## config.mk

```make
export PLATFORM = sky130hd
export DESIGN_NAME = mem_arbiter
export DESIGN_NICKNAME = d
export VERILOG_FILES = /design/src/rtl/mem_arbiter.sv
export SDC_FILE = /design/constraint.sdc
export NUM_CORES = 1
export LEC_CHECK = 0
export CAP_MARGIN = 20
export CORE_AREA = 4 4 103 105
export CTS_CLUSTER_DIAMETER = 120
export DETAILED_ROUTE_END_ITERATION = 8
export DIE_AREA = 0 0 107 109
export MAX_ROUTING_LAYER = met4
export PLACE_DENSITY = 0.68
export SLEW_MARGIN = 10
export SYNTH_ARGS = -nofsm -noshare
export SYNTH_HDL_FRONTEND = slang
export SYNTH_SLANG_ARGS = --single-unit
```

## constraint.sdc

```tcl
create_clock -name CLK -period 5.3 [get_ports CLK]
set_clock_uncertainty 0.05 [all_clocks]
set_input_delay 0.795 -clock CLK [delete_from_list [all_inputs] [get_ports CLK]]
set_output_delay 0.795 -clock CLK [all_outputs]
set_load 0.02 [all_outputs]
```

## src/rtl/mem_arbiter.sv

```systemverilog
// Two-requester arbiter that puts instruction fetches and data accesses onto one single-ported RAM.
// Data has priority, a streak limit protects pending fetches, and a watchdog aborts stalled accesses.
module mem_arbiter #(
    parameter int unsigned MAX_D_STREAK = 4,
    parameter int unsigned TIMEOUT      = 64
) (
    input  logic        CLK,
    input  logic        RST,
    input  logic        iREN,
    input  logic [31:0] iaddr,
    output logic        iwait,
    output logic [31:0] iload,
    input  logic        dREN,
    input  logic        dWEN,
    input  logic [31:0] daddr,
    input  logic [31:0] dstore,
    output logic        dwait,
    output logic [31:0] dload,
    output logic        ramREN,
    output logic        ramWEN,
    output logic [31:0] ramaddr,
    output logic [31:0] ramstore,
    input  logic [31:0] ramload,
    input  logic        ramready,
    output logic [1:0]  grant,
    output logic        err
);

    localparam int unsigned SW = $clog2(MAX_D_STREAK + 1);
    localparam int unsigned TW = (TIMEOUT > 1) ? $clog2(TIMEOUT) : 1;

    typedef enum logic [1:0] {IDLE, I_ACC, D_ACC} state_t;

    state_t        state;
    logic [SW-1:0] streak;
    logic [TW-1:0] tcount;

    logic dreq, i_act, d_act, timeout, i_done, d_done, d_grant;

    assign dreq    = dREN | dWEN;
    assign i_act   = (state == I_ACC) && iREN;
    assign d_act   = (state == D_ACC) && dreq;
    // The watchdog only fires for a request that is still being held.
    assign timeout = (i_act || d_act) && !ramready && (tcount == TW'(TIMEOUT - 1));
    assign i_done  = i_act && (ramready || timeout);
    assign d_done  = d_act && (ramready || timeout);
    assign d_grant = dreq && !(iREN && (streak == SW'(MAX_D_STREAK)));

    assign iwait = iREN && !i_done;
    assign dwait = dreq && !d_done;
    assign iload = (i_act && ramready) ? ramload : 32'h0;
    assign dload = (d_act && dREN && !dWEN && ramready) ? ramload : 32'h0;

    // RAM strobes follow the live request so a withdrawn request drops them at once.
    assign ramREN   = ((state == I_ACC) && iREN) || ((state == D_ACC) && dREN && !dWEN);
    assign ramWEN   = (state == D_ACC) && dWEN;
    assign ramaddr  = (state == I_ACC) ? iaddr : ((state == D_ACC) ? daddr : 32'h0);
    assign ramstore = (state == D_ACC) ? dstore : 32'h0;

    always_ff @(posedge CLK) begin
        if (RST) begin
            state  <= IDLE;
            streak <= '0;
            tcount <= '0;
            err    <= 1'b0;
            grant  <= 2'b00;
        end else begin
            case (state)
                IDLE: begin
                    tcount <= '0;
                    if (d_grant) begin
                        state <= D_ACC;
                        grant <= 2'b10;
                        if (!iREN)
                            streak <= '0;
                        else if (streak != SW'(MAX_D_STREAK))
                            streak <= streak + SW'(1);
                    end else if (iREN) begin
                        state  <= I_ACC;
                        grant  <= 2'b01;
                        streak <= '0;
                    end
                end
                I_ACC: begin
                    if (!iREN || ramready || timeout) begin
                        state <= IDLE;
                        grant <= 2'b00;
                    end else begin
                        tcount <= tcount + TW'(1);
                    end
                    if (timeout)
                        err <= 1'b1;
                end
                D_ACC: begin
                    if (!dreq || ramready || timeout) begin
                        state <= IDLE;
                        grant <= 2'b00;
                    end else begin
                        tcount <= tcount + TW'(1);
                    end
                    if (timeout)
                        err <= 1'b1;
                end
                default: begin
                    state <= IDLE;
                    grant <= 2'b00;
                end
            endcase
        end
    end

endmodule
```

Yosys cells after proc, flatten, opt, wreduce, memory -nomap -nowiden:

Index checks and enable logic that the tools add are counted.

* bits of input ports: 134
* word-level logic and storage cells: 74
* flip-flop bits (word level): 12
* output and inout port bits: 135

* mux-type cells: 17
* bitwise operators: 1
* add/sub/neg operators: 2
* reduce and logical (&&, ||, !) cells: 39
* eq/ne operators: 11

Operators with widths (number)
* $mux 32: 5
* $pmux 6 s3: 1
* $logic_and 1x1->1: 17
* $mux 3: 4
* $mux 6: 2
* $reduce_and 3->1: 3
* $mux 2: 4
* $logic_not 1->1: 7
* $logic_or 1x1->1: 7
* $add 6x1->6 const B: 1
* $eq 6x6->1 const B: 1
* $ne 3x3->1 const B: 2
* $pmux 2 s3: 1
* $ne 2x1->1 const B: 2
* $ne 2x2->1 const B: 2
* $add 3x1->3 const B: 1
* $eq 3x3->1 const B: 1
* $ne 3x2->1 const B: 1
* $reduce_bool 3->1: 1
* $eq 2x1->1 const B: 1
* $eq 2x2->1 const B: 1
* $logic_not 2->1: 1
* $reduce_and 2->1: 1
* $reduce_bool 2->1: 1
* 2 further kinds: 2

Longest topological paths before layout:

* word-level depth: 9
* gate-level depth with buffers: 6
* mapped depth without buffers: 6

Least setup slack after synthesis:

OpenSTA, ideal clock, no wires.

* path kind: register to output
* start point: register state[1]
* end point: output ramaddr[15]
* setup slack: 2584 ps
* buffers on the path: 2
* data required time: 4455 ps
* stages on the path, launching flop included: 6
* arrival time: 1871 ps
* path through: dfxtp_1 ha_1 clkbuf_1 clkbuf_1 nand2_1 o21ai_0

* word-level cells in the longest chain between the ends: 3
* elaborated cells on any way between the ends: 4
* classes of those cells: 2 x eq/ne; 2 x mux

Ends and longest elaborated chain
* start: declaration: RTL line 34 `state_t state;`
* start signal: assignment: RTL line 62 `state <= IDLE;`
* start signal: assignment: RTL line 72 `state <= D_ACC;`
* start signal: assignment: RTL line 79 `state <= I_ACC;`
* $eq 2x2->1: RTL line 57 `assign ramaddr = (state == I_ACC) ? iaddr : ((state == D_ACC) ? daddr : 32'h0);`
* $mux 32: RTL line 57
* $mux 32 *: RTL line 57
* end: declaration: RTL line 21 `output logic [31:0] ramaddr,`

Every way passes the cells marked *; elsewhere a longest branch is shown, timed or not.

Worst setup path in the final report:

* start point: input iREN
* end point: output iload[7]

* word-level cells in the longest chain between the ends: 3

Ends and longest elaborated chain
* start: declaration: RTL line 9 `input logic iREN,`
* $logic_and 1x1->1: RTL line 41 `assign i_act = (state == I_ACC) && iREN;`
* $logic_and 1x1->1: RTL line 51 `assign iload = (i_act && ramready) ? ramload : 32'h0;`
* $mux 32: RTL line 51
* end: declaration: RTL line 12 `output logic [31:0] iload,`

No other way between the ends.

==> impl_metrics.toml <==
[outcome]
status = "finished, final reports clean"

[detailed_routing]
vias = 2971
wl_per_cell_um = 16.1
viasPerCell = 4.27
drc_errors = 0
drt_iter0_drc = 139
ant_nets = 0
wl_um = 11200
drt_first_pass_iters = 4

[synthesis]
syn_area_per_cell_sq_um = 6.16
synth_compound_area_frac = 0.213
synth-xor-area-share = 0
postSynthCellCount = 309
synth_top_area_cell = "and2_1"
synth_top_family_by_area = "simple AND/OR/NAND/NOR gates"
yosysUniqueCellTypes = 41
synthesis.area_sq_um = 1900
netlist.area_leader.share = 0.319
yosysWarningCount = 0
synthTopCellsByArea = "and2_1, nand2_1, dfxtp_1, o21ai_0, ha_1"
ys.flop_type = "dfxtp_1"
yosys-mux-area-fraction = 0.0105
async_flop_share = 0
ys_seq_elements = 12
syn_nets = 450
yosysSeqAreaShare = 0.126
synth_edf_count = 0
yosys.area_share.simple = 0.551
synthAdderAreaFrac = 0.0460

[worst_hold_path]
hold_path_class = "reg2reg"
hp-start = "err"

[clocking]
clockRootBuffer = "clkbuf_8"
insertion_delay_ns = 0.24
cts_max_level = 1
clockBufferDepth = 2
hold_buffers = 0
cts_sinks = 12
cts_tree = "done"
clkSlewWorstSetupHoldPaths_ns = 0.05
numCtsBuffers = 3
cts_resized = 0
cts_setup_buffers = 0

[timing]
setup_violations = 0
rsz0062_at_grt = "no"
fin_ws_ns = 1.39
fin_tns_setup_ns = 0
slew_violations = 0
holdWs_ns = 0.426
tightest_slew_ns = 0.876
post-route-period-util = 0.737
relSlewSlack = 0.416
final_hold_viol_count = 0
clock.fmax_mhz = 256
fin_crit_ns = 3.91

[global_route]
grt_pass1_vias = 2991
grt_overflow = 0
antenna_found_initial = 0
grt_max_degree = 70
grt_pass1_wl_um = 16400
track_usage = 0.183

[final_layout]
drive_gt1_frac = 0.0338
final_cell_count_no_fill = 695
nets = 705
final_cell_mix = "clkdlybuf4s50_1, and2_1, nand2_1"
areaGrowthSynthToFinish_pct = 149
final_common_cell = "clkdlybuf4s50_1"
num_antenna_cells = 0

[floorplan]
std_cell_rows = 36
num_io_pins = 269
die_x_um = 107
start_util = 0.197
core-area_sq_um = 9640
die_area_sq_um = 11700
die_height_um = 109

[flow_run]
max_cap_viol_count = 0

[worst_setup_path]
crit_slowest_cell = "and3_1"
crit_arrival_ns = 3.06
cp.buffers_inverters = 2
cp-startpoint = "iREN"
critPathKind = "in2out"
cp_max_fo = 32
cpMostUsedCell = "clkdlybuf4s50_1"
cpPeakStageDelay_ns = 0.78
critical_path.startpoint_type = "input pin"
cp-end-kind = "output pin"
cp_cell_sequence = "clkdlybuf4s50_1 > and3_1 > and2_1 > clkdlybuf4s50_1"
crit_family = "buffers and inverters"
cp.required_ns = 4.45
timing.rr.start = "state[0]"

[pwr]
peakVddDrop_uv = 69.0
power.density_nw_per_um2 = 122
power_leakage_nw = 1.72

[placement]
dpl_worst_slack_ns = 1.38
dp_hpwl_um = 9370
gp_congestion = 0.883
port-buffer-count = 268
placed_cells = 692
==> stage by stage <==
step | instance area (sq um) | utilization | power (mW)
2_1_floorplan | 1900 | - | 0.269
3_3_place_gp | 4710 | 0.488 | 0.497
3_5_place_dp | 4710 | 0.488 | 0.501
4_1_cts | 4750 | 0.492 | 0.588
5_1_grt | 4750 | 0.492 | 0.616
6_report | 4750 | 0.492 | 0.580
==> synthesized netlist by cell type (all sizes together) (2+ instances only) <==
master  instances
a21oi           4
nand3           3
ha              7
mux2i           2
dfxtp          12
a31oi           3
o32ai           2
nor2            5
nand2b          2
and2           97
and4            2
inv             6
nand2          75
o21ai          38
clkbuf         21
o211ai          3
o22ai           2
a211oi          2
or2             3
nor2b           2
nor3b           2
==> final timing paths <==
check,endpoint,slack (ns),depth (start not counted)
worst max register to register,state[1],3.14,7
worst min register to register,err,0.43,2
worst min-delay path,err,0.43,2
worst max-delay path,iload[7],1.39,4
==> power breakdown <==
part           total [mW]  leakage, nW  switching, mW  internal, mW
combinational       0.398         1.60          0.182         0.216
clock              0.0832       0.0216         0.0331        0.0501
sequential         0.0983       0.0974        0.00414        0.0941
==> flip-flops by register name, indices dropped and copies added (netlist names) <==
name    count
err         1
tcount      6
state       2
streak      3
==> cell families (layout without fill, tap and decap cells) <==
group                    count (synthesis)  in the layout
AO/OA/AOI/OAI                           64             64
multiplexers                             2              2
buffers and inverters                   27            280
AND/OR/NAND/NOR                        197            197
flip-flops                              12             12
adder cells (fa/ha/maj)                  7              7
==> final cells by class <==
type	instances	area (sq um)
well taps	133	166
repair buffers	271	2710
clock buffers	3	41.3
inverters	6	22.5
fillers	942	4890
multi-input cells	270	1570
flip-flops and latches	12	240
==> metal layers <==
layer | global-route usage | part of all wire
met5 | - | 0
met4 | 0.0210 | 0.0065
met3 | 0.0391 | 0.074
met2 | 0.328 | 0.50
met1 | 0.220 | 0.42
==> worst min-delay path: stages, from the launching register on <==
cell and delay (ns):
dfxtp_1 0.33, a31oi_1 0.04, nor2_1 0.07
Note: power is estimated with default switching activity, not from simulation.
